[src/rtl/shared_reg_arbiter.sv]
// Round-robin arbiter sharing one DW-bit register among N requesters.
// Define ARB_LOCK_EN to add the lock input that lets the current owner keep back-to-back access.
module shared_reg_arbiter #(
    parameter  int N  = 4,
    parameter  int DW = 8,
    localparam int IW = $clog2(N)
) (
    input  logic            clk,
    input  logic            clr,
    input  logic [N-1:0]    req,
    input  logic [N*DW-1:0] wdata,
`ifdef ARB_LOCK_EN
    input  logic            lock,
`endif
    output logic [N-1:0]    gnt,
    output logic [DW-1:0]   q,
    output logic [IW-1:0]   owner,
    output logic            done,
    output logic            busy
);

    typedef enum logic [1:0] {
        IDLE  = 2'd0,
        GRANT = 2'd1,
        HOLD  = 2'd2
    } state_t;

    state_t        state, state_d;
    logic [IW-1:0] ptr, ptr_d;
    logic [IW-1:0] winner, winner_d;
    logic [IW-1:0] owner_d;
    logic [IW-1:0] arb_winner;
    logic [IW-1:0] hold_winner;
    logic [DW-1:0] q_d;
    logic [N-1:0]  gnt_d;
    logic          done_d;

    // Rotating priority scan: first requester at or after ptr, wrapping modulo N.
    always_comb begin
        int   idx;
        logic found;
        arb_winner = ptr;
        found      = 1'b0;
        idx        = 0;
        for (int k = 0; k < N; k++) begin
            idx = int'(ptr) + k;
            if (idx >= N) idx = idx - N;
            if (!found && req[idx]) begin
                found      = 1'b1;
                arb_winner = IW'(idx);
            end
        end
    end

`ifdef ARB_LOCK_EN
    // A locking owner that is still requesting overrides the rotating pointer.
    assign hold_winner = (lock && req[owner]) ? owner : arb_winner;
`else
    assign hold_winner = arb_winner;
`endif

    // NOTE: every variable driven here gets a default first, so no latch is inferred.
    always_comb begin
        state_d  = state;
        winner_d = winner;
        ptr_d    = ptr;
        q_d      = q;
        owner_d  = owner;
        unique case (state)
            IDLE: begin
                if (|req) begin
                    state_d  = GRANT;
                    winner_d = arb_winner;
                end
            end
            GRANT: begin
                if (req[winner]) begin
                    q_d     = wdata[int'(winner)*DW +: DW];
                    owner_d = winner;
                    ptr_d   = (winner == IW'(N-1)) ? '0 : winner + 1'b1;
                    state_d = HOLD;
                end else begin
                    state_d = IDLE;
                end
            end
            HOLD: begin
                if (|req) begin
                    state_d  = GRANT;
                    winner_d = hold_winner;
                end else begin
                    state_d = IDLE;
                end
            end
            default: state_d = IDLE;
        endcase

        gnt_d = '0;
        if (state_d == GRANT) gnt_d[winner_d] = 1'b1;
        done_d = (state_d == HOLD);
    end

    // NOTE: state is updated with non-blocking assignments so every register samples pre-edge values.
    always_ff @(posedge clk or posedge clr) begin
        if (clr) begin
            state  <= IDLE;
            ptr    <= '0;
            winner <= '0;
            q      <= '0;
            owner  <= '0;
            gnt    <= '0;
            done   <= 1'b0;
        end else begin
            state  <= state_d;
            ptr    <= ptr_d;
            winner <= winner_d;
            q      <= q_d;
            owner  <= owner_d;
            gnt    <= gnt_d;
            done   <= done_d;
        end
    end

    assign busy = (state != IDLE);

endmodule

[config.mk]
export PLATFORM = sky130hd
export DESIGN_NAME = shared_reg_arbiter
export DESIGN_NICKNAME = d
export VERILOG_FILES = /design/src/rtl/shared_reg_arbiter.sv
export SDC_FILE = /design/constraint.sdc
export NUM_CORES = 1
export LEC_CHECK = 0
export BUFFER_PORTS_ARGS = -buffer_cell sky130_fd_sc_hd__clkbuf_2
export CAP_MARGIN = 25
export CORE_MARGIN = 4
export CORE_UTILIZATION = 33
export DETAILED_ROUTE_END_ITERATION = 6
export RECOVER_POWER = 50
export SLEW_MARGIN = 20
export SYNTH_ARGS = -nofsm -noshare
export SYNTH_HDL_FRONTEND = slang
export SYNTH_SLANG_ARGS = --single-unit
[constraint.sdc]
create_clock -name clk -period 1.5 [get_ports clk]
set_input_delay 0.3 -clock clk [delete_from_list [all_inputs] [get_ports clk]]
set_output_delay 0.3 -clock clk [all_outputs]
set_load 0.01 [all_outputs]
-- After elaboration in Yosys (flattened, before gate mapping)
Index checks and enable logic that the tools add are counted.
- multiplexer cells: 35
- shift operators: 1
- reductions and logical operators: 12
- add/subtract/negate cells: 8
- equal/unequal tests: 5
- $lt $le $gt $ge: 11
- operators by type and width (cell ; number):
    $lt A32 B4 Y1 const B ; 4
    $mux W32 ; 4
    $shiftx A32 B6 Y8 ; 1
    $mux W2 ; 9
    $mux W1 ; 14
    $sub A3 B3 Y4 const B ; 3
    $bmux W1 S2 ; 5
    $ge A3 B3 Y1 const B ; 3
    $add A2 B2 Y3 const B ; 2
    $eq A2 B2 Y1 const B ; 3
    $lt A2 B3 Y1 const B ; 2
    $pmux W2 S3 ; 1
    $eq A2 B1 Y1 const B ; 2
    $logic_and A1 B1 Y1 ; 4
    $mux W4 ; 1
    $reduce_or A4 Y1 ; 1
    $sub A2 B3 Y4 const B ; 1
    $add A2 B1 Y3 const B ; 1
    $ge A2 B3 Y1 const B ; 1
    $logic_not A1 Y1 ; 3
    $add A2 B1 Y2 const B ; 1
    $demux W1 S2 ; 1
    $ge A2 B1 Y1 const B ; 1
    $logic_not A2 Y1 ; 1
    other kinds (3) ; 3
- logic and storage cells: 79
- bits of input ports: 38
- register bits: 21
- output and inout bits: 16

-- Logic depth before layout (Yosys ltp)
- depth after elaboration: 22
- gate-level depth with buffers: 5

-- Worst setup path after synthesis
Ideal clock, no wire load.
- kind: flip-flop to flip-flop
- from: reg winner[0]
- to: reg q[2]
- arrival: 1.420 ns
- path slack: -0.045 ns
- cell stages (with the launch flop): 4
- required time: 1.375 ns
- buffers on the path: 1
- setup time: 0.125 ns
- path through: dfrtp_1 > clkbuf_8 > mux4_1 > mux2_4
- cells in the longest elaborated chain, start to end: 3
- ends and longest elaborated chain (item ; RTL line ; RTL):
    start, declared ; 30 ; logic [IW-1:0] winner, winner_d;
    start signal, assigned ; 115 ; winner <= winner_d;
    parallel branches: the longest is 3 deep, another holds $shiftx A32 B6 Y8 ; - ;
    end signal, assigned ; 116 ; q <= q_d;
    end, declared ; 16 ; output logic [DW-1:0] q,
Several ways; the timed one is not identified. The select of a mux whose other input is x is not followed.
A chain may end at the register's enable or synchronous reset.

-- Final worst setup path
- from: reg winner[0]
- to: reg q[7]
Same word-level chain as after synthesis.

==> impl_metrics.csv <==
group,metric,value,unit
global_route,grt_usage,11.5,%
critical_path,worstRegToRegCells,6,
cts,cts.clk_slew.worst_paths,120,ps
synthesis,synth_cells,80,
detailed_routing,routed_via_density,4.74,
critical_path,cp_cell_sequence,"buf_6, nor2_4, a21oi_2, o21ai_2, buf_6, mux2_4",
critical_path,cp_data_arrival_time,1730,ps
synthesis,synth_nets,119,
timing,min_period,1530,ps
placement,hpwl,2050,um
hold_path,min_path_type,"in -> reg",
detailed_routing,first_pass_iters,4,
timing,fin_crit_sh,102,%
timing,setup_viol,9,
critical_path,slowest_stage,"dfrtp_1",
die,io_pins,54,
cts,clock_latency,300,ps
placement,io_buffers,53,
cts,htreeDepth,1,
cts,cts_tree,"yes",
cts,cts-root-buf,"clkbuf_4",
critical_path,end_kind,"flip-flop",
timing,hold_ws,428,ps
synthesis,synth_area_leader_cell,"dfrtp_1",
critical_path,cp_top_family,"flip-flops",
synthesis,yosys_warnings,0,
hold_path,hold_path_end,"gnt[0]",
detailed_routing,wl_per_cell,13.7,um
die,initial_core_util,34.6,%
timing,drv_slew,0,
synthesis,synth_seq_area_share,44.9,%
final_layout,nets,186,
placement,dpl_cell_area,1530,um2
die,coreArea,3390,um2
power,p_leak,0.844,nW
critical_path,crit_path_max_incr_delay,440,ps
detailed_routing,ant_nets,0,
critical_path,reg2reg_to,"q[7]",
synthesis,syn_area,1170,um2
final_layout,most-common-layout-cells,"53 x clkbuf_2, 21 x dfrtp_1, 12 x mux2_4",
critical_path,cp_data_required_time,1700,ps
placement,post-place-cells,185,
timing,max_slew_margin,65.8,%
outcome,outcome,"finished with violations",
cts,cts.sinks,21,
global_route,antenna_found_initial,0,
outcome,violations,"setup timing",
critical_path,r2r_slack,-30,ps
die,die-height,67.6,um
timing,rsz0062_at_grt,"yes",
final_layout,finalInstanceArea,1620,um2
final_layout,syn2layout_area_growth,38.4,%
synthesis,syn_area_per_cell,14.6,um2
critical_path,r2r-start,"winner[0]",
detailed_routing,drt_iter0_drc,20,
die,die-width,67.6,um
timing,hold_violations,0,
timing,fmax,654,MHz
detailed_routing,via_count,911,
hold_path,hold_depth,3,
hold_path,hp-start,"req[0]",
timing,clock_skew,0.542,ps
critical_path,crit_top_cell,"buf_6",
global_route,grt_pass1_wl,3920,um
final_layout,instances_no_fill,192,
timing,max_slew.worst_pin.slew,514,ps
detailed_routing,totalWireLength,2630,um
synthesis,synth_area_leaders,"dfrtp_1 45%, mux4_1 18%, mux2_4 10%, mux2_2 4.8%, nand2b_1 1.6%",
cts,numCtsBuffers,3,
placement,gp_congestion,0.782,
global_route,grt_overflow,0,
die,num_rows,21,
synthesis,synth_cell_types,28,
cts,clock_path_buffers,2,
die,die_area,4570,um2
final_layout,final_common_cell,"clkbuf_2",
synthesis,synth-seq-cells,21,
final_layout,layout-drive-gt1-share,63.7,%
critical_path,cp_max_fo,7,
final_layout,diodes,0,
timing,fin_ws,-30.0,ps
final_layout,post-route-util,47.8,%
critical_path,crit_buf_inv,2,
critical_path,worstSetupStartpointType,"flip-flop",
power,ir_drop,895,uV
global_route,grt_pass1_vias,919,
synthesis,synth_top_area_share,44.9,%
run,drv_cap,0,
power,power_density,1850,nW/um2
final_layout,nFillCells,312,
global_route,grt_start_max_net_pins,22,
detailed_routing,drc_errors,0,
critical_path,crit_type,"reg -> reg",
## cell usage after synthesis
library cell / count
buf_6: 1
nand2b_1: 3
inv_1: 4
clkbuf_1: 1
a21oi_2: 1
o21ai_2: 1
a21oi_1: 2
o21ai_0: 2
mux2_2: 5
a221oi_2: 1
ha_1: 1
o22ai_1: 1
dfrtp_1: 21
or2_2: 1
nor4_1: 2
nand2_1: 1
clkbuf_8: 1
o21a_1: 1
and2_1: 1
a2111oi_2: 1
o2bb2ai_1: 1
nor2b_1: 3
o211a_1: 1
nor3b_1: 1
nor2_1: 5
mux4_1: 8
mux2i_1: 1
mux2_4: 8
## how the worst max path moves through the flow
stage / from / endpoint / slack [ps] / cells past startpoint
2_1_floorplan: winner[0] / q[2] / -40 / 3
3_3_place_gp: winner[0] / q[6] / 10 / 3
3_5_place_dp: winner[0] / q[4] / -20 / 3
4_1_cts: winner[0] / q[4] / -30 / 3
5_1_grt: winner[0] / q[7] / -110 / 6
6_report: winner[0] / q[7] / -30 / 6
## cell families after synthesis
family / count (synthesis) / synth area share, %
AO/OA/AOI/OAI: 12 / 8.55
adder cells (fa/ha/maj): 1 / 1.07
buffers and inverters: 7 / 3.74
flip-flops: 21 / 44.9
multiplexers: 22 / 33.9
AND/OR/NAND/NOR: 17 / 7.91
## layer usage
metal	up-vias	share of wire, %	GRT usage (%)	wire [um]
met5	-	0	0	0
met4	0	0.76	2.78	20
met3	4	7.5	4.16	196
met2	37	52	19.4	1360
met1	436	40	13.7	1050
li1	434	-	-	-
## flip-flops by register name (all words and copies together) (netlist names)
register / count
winner: 2
ptr: 2
q: 8
owner: 2
done: 1
gnt: 4
state: 2
## worst register-to-register path: cells and delay by family (launching register included)
kind                   cells  cell delay (ps)
DFF                        1              440
AOI/OAI and AO/OA          2              250
and+or+nand+nor            1               80
buffers and inverters      2              350
muxes                      1              310
## timing repair
action	4_1_cts	5_1_grt
setup buffers	0	2
hold endpoints to repair	21	0
hold buffers	1	0
endpoints found under the setup margin	8	18
pin swaps	0	2
gates resized for setup	7	14
## power breakdown
| part | leakage [nW] | switching, mW | total, mW | internal (mW) |
|---|---|---|---|---|
| Sequential | 0.257 | 0.193 | 1.02 | 0.823 |
| Clock | 0.0177 | 0.173 | 0.272 | 0.0995 |
| Combinational | 0.569 | 0.678 | 1.72 | 1.04 |
## cell type report
cell class | count | area [um2] | area share, %
Timing Repair Buffer | 65 | 377 | 23.2
Sequential cell | 21 | 526 | 32.4
Clock buffer | 3 | 22.5 | 1.39
Tap cell | 46 | 57.6 | 3.55
Clock inverter | 1 | 5.00 | 0.309
Multi-Input combinational cell | 52 | 618 | 38.1
Inverter | 4 | 15.0 | 0.927
## through the flow
stage          setup TNS, ps  worst slack, ps  power, mW
2_1_floorplan           -286            -44.7       2.05
3_3_place_gp               0             13.3       2.49
3_5_place_dp           -56.4            -15.3       2.54
4_1_cts                 -160            -33.4       2.89
5_1_grt                -1020             -106       3.23
6_report                -173            -30.0       3.00
Power figures use the tool's default switching activity.
